<file path="src/rtl/fetch_queue.sv">
// Prefetch FIFO between instruction memory and decoder; one fetch in flight.
// Define FETCH_QUEUE_BYPASS_EN to forward the incoming word to the decoder same-cycle.
module fetch_queue #(
  parameter int DATA_W = 16,
  parameter int ADDR_W = 16,
  parameter int DEPTH = 4,
  parameter int unsigned RESET_PC = 0
) (
  input  logic              clk,
  input  logic              rst_n,
  output logic              mem_req,
  output logic [ADDR_W-1:0] mem_addr,
  input  logic              mem_gnt,
  input  logic              mem_rvalid,
  input  logic [DATA_W-1:0] mem_rdata,
  input  logic              pc_w,
  input  logic [ADDR_W-1:0] pc_alu,
  input  logic [1:0]        pop,
  output logic [ADDR_W-1:0] pc_out,
  output logic [DATA_W-1:0] ir_out,
  output logic [DATA_W-1:0] k16_out,
  output logic              ir_valid,
  output logic              k16_valid
);

  localparam int PW = (DEPTH > 1) ? $clog2(DEPTH) : 1;
  localparam int CW = PW + 1;

  logic [ADDR_W-1:0] fpc_q, fpc_d, dpc_q, dpc_d;
  logic [PW-1:0]     rptr_q, rptr_d, wptr_q, wptr_d;
  logic [CW-1:0]     cnt_q, cnt_d;
  logic              out_q, out_d, disc_q, disc_d;
  logic [DATA_W-1:0] buf_q [DEPTH];

  logic              wr, fire;
  logic [1:0]        p;
  logic [CW:0]       vis, occ;
  logic [DATA_W-1:0] rd0, rd1;

  // A response only lands if it answers a live, non-stale request
  assign wr = mem_rvalid & out_q & ~disc_q;

`ifdef FETCH_QUEUE_BYPASS_EN
  assign vis = {1'b0, cnt_q} + (CW+1)'(wr);
  assign occ = {1'b0, cnt_q} + (CW+1)'(wr) - (CW+1)'(p);
`else
  assign vis = {1'b0, cnt_q};
  assign occ = {1'b0, cnt_q} + (CW+1)'(wr);
`endif

  assign ir_valid  = vis != '0;
  assign k16_valid = vis >= (CW+1)'(2);

  always_comb begin
    p = 2'd0;
    unique case (1'b1)
      (pop == 2'd1) && ir_valid:  p = 2'd1;
      (pop == 2'd2) && k16_valid: p = 2'd2;
      default:                    p = 2'd0;
    endcase
  end

  assign mem_req  = rst_n & ~out_q & ~pc_w & (occ < (CW+1)'(DEPTH));
  assign fire     = mem_req & mem_gnt;
  assign mem_addr = fpc_q;
  assign pc_out   = dpc_q;

  assign rd0 = buf_q[rptr_q];
  assign rd1 = buf_q[rptr_q + PW'(1)];

`ifdef FETCH_QUEUE_BYPASS_EN
  assign ir_out  = (cnt_q == CW'(0)) ? mem_rdata : rd0;
  assign k16_out = (cnt_q == CW'(1)) ? mem_rdata : rd1;
`else
  assign ir_out  = rd0;
  assign k16_out = rd1;
`endif

  always_comb begin
    fpc_d  = fpc_q;
    dpc_d  = dpc_q;
    rptr_d = rptr_q;
    wptr_d = wptr_q;
    cnt_d  = cnt_q;
    out_d  = out_q;
    disc_d = disc_q;
    if (pc_w) begin
      fpc_d  = pc_alu;
      dpc_d  = pc_alu;
      rptr_d = '0;
      wptr_d = '0;
      cnt_d  = '0;
      // The in-flight word still arrives later and must be dropped
      out_d  = out_q & ~mem_rvalid;
      disc_d = out_q & ~mem_rvalid;
    end else begin
      if (mem_rvalid & out_q) begin
        out_d  = 1'b0;
        disc_d = 1'b0;
      end
      if (wr) wptr_d = wptr_q + PW'(1);
      rptr_d = rptr_q + PW'(p);
      dpc_d  = dpc_q + ADDR_W'(p);
      cnt_d  = cnt_q + CW'(wr) - CW'(p);
      if (fire) begin
        fpc_d = fpc_q + ADDR_W'(1);
        out_d = 1'b1;
      end
    end
  end

  always_ff @(posedge clk) begin
    if (!rst_n) begin
      fpc_q  <= ADDR_W'(RESET_PC);
      dpc_q  <= ADDR_W'(RESET_PC);
      rptr_q <= '0;
      wptr_q <= '0;
      cnt_q  <= '0;
      out_q  <= 1'b0;
      disc_q <= 1'b0;
    end else begin
      fpc_q  <= fpc_d;
      dpc_q  <= dpc_d;
      rptr_q <= rptr_d;
      wptr_q <= wptr_d;
      cnt_q  <= cnt_d;
      out_q  <= out_d;
      disc_q <= disc_d;
    end
  end

  always_ff @(posedge clk) begin
    if (rst_n && wr && !pc_w) buf_q[wptr_q] <= mem_rdata;
  end

endmodule
</file>
<file path="config.mk">
export PLATFORM = sky130hd
export DESIGN_NAME = fetch_queue
export DESIGN_NICKNAME = d
export VERILOG_FILES = /design/src/rtl/fetch_queue.sv
export SDC_FILE = /design/constraint.sdc
export NUM_CORES = 1
export LEC_CHECK = 0
export ABC_AREA = 0
export ABC_CLOCK_PERIOD_IN_PS = 2000
export CAP_MARGIN = 20
export CORE_ASPECT_RATIO = 1.5
export CORE_MARGIN = 4
export CORE_UTILIZATION = 46
export DETAILED_ROUTE_END_ITERATION = 8
export PLACE_DENSITY = 0.76
export RECOVER_POWER = 25
export SETUP_SLACK_MARGIN = 0.4
export SLEW_MARGIN = 20
export SYNTH_ARGS = -nofsm -noshare
export SYNTH_HDL_FRONTEND = slang
export SYNTH_SLANG_ARGS = --single-unit
</file>
<file path="constraint.sdc">
create_clock -name clk -period 2 [get_ports clk]
set_input_delay 0.2 -clock clk [delete_from_list [all_inputs] [get_ports clk]]
set_output_delay 0.2 -clock clk [all_outputs]
set_load 0.05 [all_outputs]
</file>
==> flow_results.org <==
** Outcome
- The flow ran to the end, but the final reports show violations.
- The final reports fail on negative setup slack.

** Synth
- Register area share after synthesis :: 55.9%
- Of the post-synthesis cell area, the dominant cell type holds 39.1%.
- Area fraction in compound gates after synthesis :: a little over 7%
- Summing the areas of all and, or, nand and nor instances in the mapped netlist gives between 10% and 20% of the synthesized area.
- A synthesized cell averages around 14 µm².
- Cell types with the largest area share after synthesis :: edfxtp_1, dfxtp_1, mux4_2, ha_1, xor2_1
- The synthesized netlist occupies a cell area of between 4000 and 5000 µm².
- Synth warn :: 0
- The biggest area contributor in the post-synthesis netlist is edfxtp_1.
- Fraction of synthesis flops using an asynchronous set or reset pin :: 0%
- Largest family of logic cells by synthesized area :: multiplexers
- Dominant register cell in the synthesized netlist :: edfxtp_1
- The synthesized design contains between 100 and 150 register bits.
- Cell variety after synth :: a little under 50
- Synth Instances :: 363
- Counting flops with a built-in enable in the synthesized netlist gives 64.
- After Yosys synthesis, full adders, half adders and majority gates account for under 10% of the synthesized area.
- Measured against the total synthesized area, the mux share comes to between 10% and 20%.
- Xor/xnor share of the synthesized area :: under 10%
- Syn nets :: between 400 and 500

** Clock tree
- Clock-pin slew was measured on the worst setup and hold paths at approximately 0.070 ns.
- Worst skew pair latency :: approximately 0.34 ns
- The root buffer cell chosen for the clock tree is clkbuf_16.
- Number of hold-repair buffers added at the cts stage :: 0
- CTS buffer count :: 9
- TritonCTS clock tree :: yes
- CTS built an H-tree with a depth of 3.
- Number of buffers on the longest clock path :: 2
- CTS saw approximately 110 sinks.

** Drt
- The count of nets left with antenna violations once routing finished came out at 0.
- Detailed-route vias per instance :: roughly 5.8
- For this block, the routed nets add up to roughly 14000 µm of wire.
- Detailed routing inserted a total of 3848 vias.
- Dividing the detail-routed wire length by the instance count gives between 20 and 25 µm.
- Number of search-and-repair iterations in the first detailed-routing pass :: 4
- DRC violation count after routing :: 0
- First-iteration detailed-routing DRC count :: 153

** STA
- Setup violations remaining at the end of the flow were counted as 15.
- Post-Route Skew :: ~0.0089 ns
- Worst hold margin :: around 0.51 ns
- Final worst setup slack :: -0.288 ns
- Final Max Tran Viols :: 0
- In this run the tightest slew margin relative to its limit is between 60 and 70%.
- Post-route clock period utilization :: 114%
- The routed design could run at a clock period as short as around 2.3 ns.
- Final Hold Violating Endpoints :: 0
- Slew at the pin with the worst max-slew slack :: approximately 0.55 ns
- Setup repair after global routing could not meet its margin everywhere.
- Based on the critical path, the design can be clocked at up to about 440 MHz.
- Setup TNS Final :: -1.87 ns

** Power and ir drop
- Leakage power summed over all cells :: 2.86 nW
- Switch share :: approximately a quarter
- Pwr dens :: 631 nW/µm²
- The internal portion of the total power is between 3 and 4 mW.
- Clock share of power :: 37.0%
- Sequential cells account for around half of the total power.
- The share of total power dissipated in combinational logic is 12.9%.
- Psw :: 1.23 mW
- Across the VDD grid, the largest voltage drop is between 0.4 and 0.5 mV.

** Die
- Starting density of the core :: between 40% and 50%
- Site Rows :: between 40 and 50
- For this design the top-level I/O count stands at 106.
- Die Span Y :: 135 µm
- The total area inside the core boundary comes to a little over 10000 µm².
- Die Span X :: approximately 90 µm
- Die area :: ~12000 µm²

** Critical path
- The worst setup path is launched from a flop.
- STA puts the critical path data required time at 2.23 ns.
- Buf/Inv on CP :: 3
- Standard cell with the maximum stage delay on the critical path :: or3_4
- In this design, the stage delay of the slowest critical-path cell is 0.38 ns.
- Type of the worst setup path :: flop to flop
- The startpoint identified for the worst register-to-register timing path is cnt_q[1]$_SDFF_PP0_.
- For the worst setup path, the data arrival time is 2.52 ns.
- Measured in cells, the most critical reg-to-reg path has a length of 11.
- In this run the register-to-register setup slack is -0.29 ns.
- The critical path ends at cnt_q[2]$_SDFF_PP0_.
- The most critical setup path has its startpoint at cnt_q[1]$_SDFF_PP0_.
- Walking the worst path, the cells encountered are or3_4 -> and3b_2 -> buf_6 -> ha_4 -> inv_2 -> ha_4 -> inv_2 -> fa_2 -> xor2_1 -> xnor2_1 -> nor2_1.
- Along the worst path, the maximum fanout reaches 2.
- Top delay family on crit path :: simple AND/OR/NAND/NOR gates
- The endpoint identified for the worst register-to-register timing path is cnt_q[2]$_SDFF_PP0_.
- The worst setup path is captured at a flop.
- Instance count on the critical path :: 11

** GRT
- GR Util All Layers :: between 20 and 25%
- Global route overflow :: 0
- Initial antenna violation count :: 0
- The first global-routing pass estimated roughly 21000 µm of wire.
- Entering global routing, the biggest net connects 32 pins.
- The via count of the first global-routing pass is 4028.

** Placed design
- Cell area after placement :: between 6000 and 7000 µm²
- Post-detailed-placement half-perimeter wirelength :: between 9000 and 10000 µm
- Port Buffers :: approximately 110
- At the end of routability-driven placement, the weighted congestion stood at 0.871.
- OpenSTA, run right after detailed placement, puts the worst setup slack at -0.380 ns.

** Worst hold path
- The min-delay analysis places its worst path in the category flop to flop.
- The worst hold path begins at mem_addr[1]$_SDFFE_PN0P_.

** Layout
- Number of fill cells in the layout :: 663
- From synthesis to final layout, the design area changed by 55.5%.
- 0 antenna diodes ended up in the layout.
- Nets :: between 500 and 600
- Summing all non-filler instances in the final layout gives an area of around 7600 µm².
- Cells with a size suffix above 1 make up 39.3% of the layout.

** Flow run
- Count of maximum capacitance violations :: 0
[per-layer routing]
| layer | vias to the layer above | global-route usage (%) | wire, µm |
|---|---|---|---|
| met2 | 144 | 42.9 | 7800 |
| met1 | 1959 | 24.1 | 5000 |
| met3 | 23 | 3.73 | 617 |
| met4 | 0 | 9.34 | 369 |
| met5 | - | 0 | 0 |
| li1 | 1722 | - | - |
[final cells by class]
cell class | instances | area [µm²] | area share (%)
Inverter | 13 | 51.3 | 0.672
Multi-Input combinational cell | 226 | 2270 | 29.7
Timing Repair Buffer | 167 | 2050 | 26.9
Sequential cell | 105 | 2780 | 36.4
Clock inverter | 6 | 76.3 | 1.00
Clock buffer | 10 | 229 | 3.00
Tap cell | 141 | 176 | 2.31
[worst min path at each step]
stage | to | slack, ns | cells past startpoint
floorplan | buf_q[0][0]$_DFFE_PP_ | 0.30 | 0
detailed placement | mem_addr[1]$_SDFFE_PN0P_ | 0.50 | 2
global route | mem_addr[0]$_SDFFE_PN0P_ | 0.52 | 2
CTS | buf_q[0][4]$_DFFE_PP_ | 0.48 | 1
global placement | pc_out[15]$_SDFF_PN0_ | 0.49 | 2
finish | mem_addr[1]$_SDFFE_PN0P_ | 0.51 | 2
[state kept, by name (all words and copies together), names as in the netlist]
signal	count
buf_q	64
mem_addr	16
pc_out	16
cnt_q	3
rptr_q	2
wptr_q	2
disc_q	1
out_q	1
[per-stage QoR]
stage               cells  total power [mW]  util, %
finish                668              4.82     74.1
detailed placement    633              3.08     66.1
CTS                   663              4.85     73.1
global placement      633              3.07     66.1
floorplan             363              2.76        -
global route          668              4.98     74.1
[placed cells by master, fill, tap and decap left out, types with 7 or more instances in the layout]
master           netlist  routed
a21oi_1               19      18
and2_1                12       8
buf_12                 0      40
buf_4                  0      37
buf_6                  1      12
clkbuf_16              0       9
clkdlybuf4s50_1        0      24
dfxtp_1               41      25
dfxtp_2                0      10
dlygate4sd2_1          0      26
dlygate4sd3_1          0      14
edfxtp_1              64      64
inv_1                 13       9
mux4_2                32      32
nand2_1               16      15
nand4_1               11      11
nor2_1                11       8
nor3_1                11       7
o21ai_0               17      16
xnor2_1               10       9
xor2_1                14      13
[worst reg2reg max path: cells and delay by family (launching register included)]
| family | cells | cell delay (ns) |
|---|---|---|
| xor gates and xnor gates | 2 | 0.32 |
| DFF | 1 | 0.33 |
| adders and majority gates | 3 | 0.66 |
| and+or+nand+nor | 3 | 0.65 |
| buffers and inverters | 3 | 0.21 |
[cells in the mapped netlist, types with 2 or more instances]
cell       n
dfxtp_1   41
xnor2_1   10
and2_1    12
mux2i_1    2
a311oi_1   3
a21oi_1   19
o21a_1     3
a31oi_1    3
and3b_1    3
nand4_1   11
nor3_1    11
or3_1      3
ha_1      11
xor2_1    14
nor2b_1    2
inv_1     13
o31a_1     2
fa_1       2
and4_1     3
nand2_1   16
o21ai_0   17
nand3_1    8
edfxtp_1  64
clkbuf_1  14
nor4_1     4
o211a_1    2
mux4_2    32
buf_2      3
nor2_1    11
nor3b_1    3
and3_1     3
[repair_timing]
| item | CTS | global route |
|---|---|---|
| buffers inserted | 9 | 5 |
| pin swaps | 42 | 37 |
| endpoints found under the setup margin | 162 | 136 |
| hold endpoints to repair | 0 | 0 |
| cloned | 5 | 0 |
| gates resized for setup | 97 | 25 |
[kinds of logic (layout without fill, tap and decap cells)]
| kind of cell | count (synthesis) | after routing |
|---|---|---|
| AND/OR/NAND/NOR | 98 | 98 |
| multiplexers | 34 | 34 |
| flip-flops | 105 | 105 |
| AO/OA/AOI/OAI | 57 | 57 |
| buffers and inverters | 32 | 196 |
| XOR/XNOR | 24 | 24 |
| adder cells (fa/ha/maj) | 13 | 13 |
[power groups by stage]
stage	Sequential [mW]	Combinational, mW	Clock, mW
5_1_grt	2.42	0.658	1.90
3_5_place_dp	2.45	0.623	0
4_1_cts	2.41	0.622	1.83
3_3_place_gp	2.45	0.615	0
2_1_floorplan	2.60	0.163	0
6_report	2.41	0.624	1.78
Note: power is estimated with default switching activity, not from simulation.
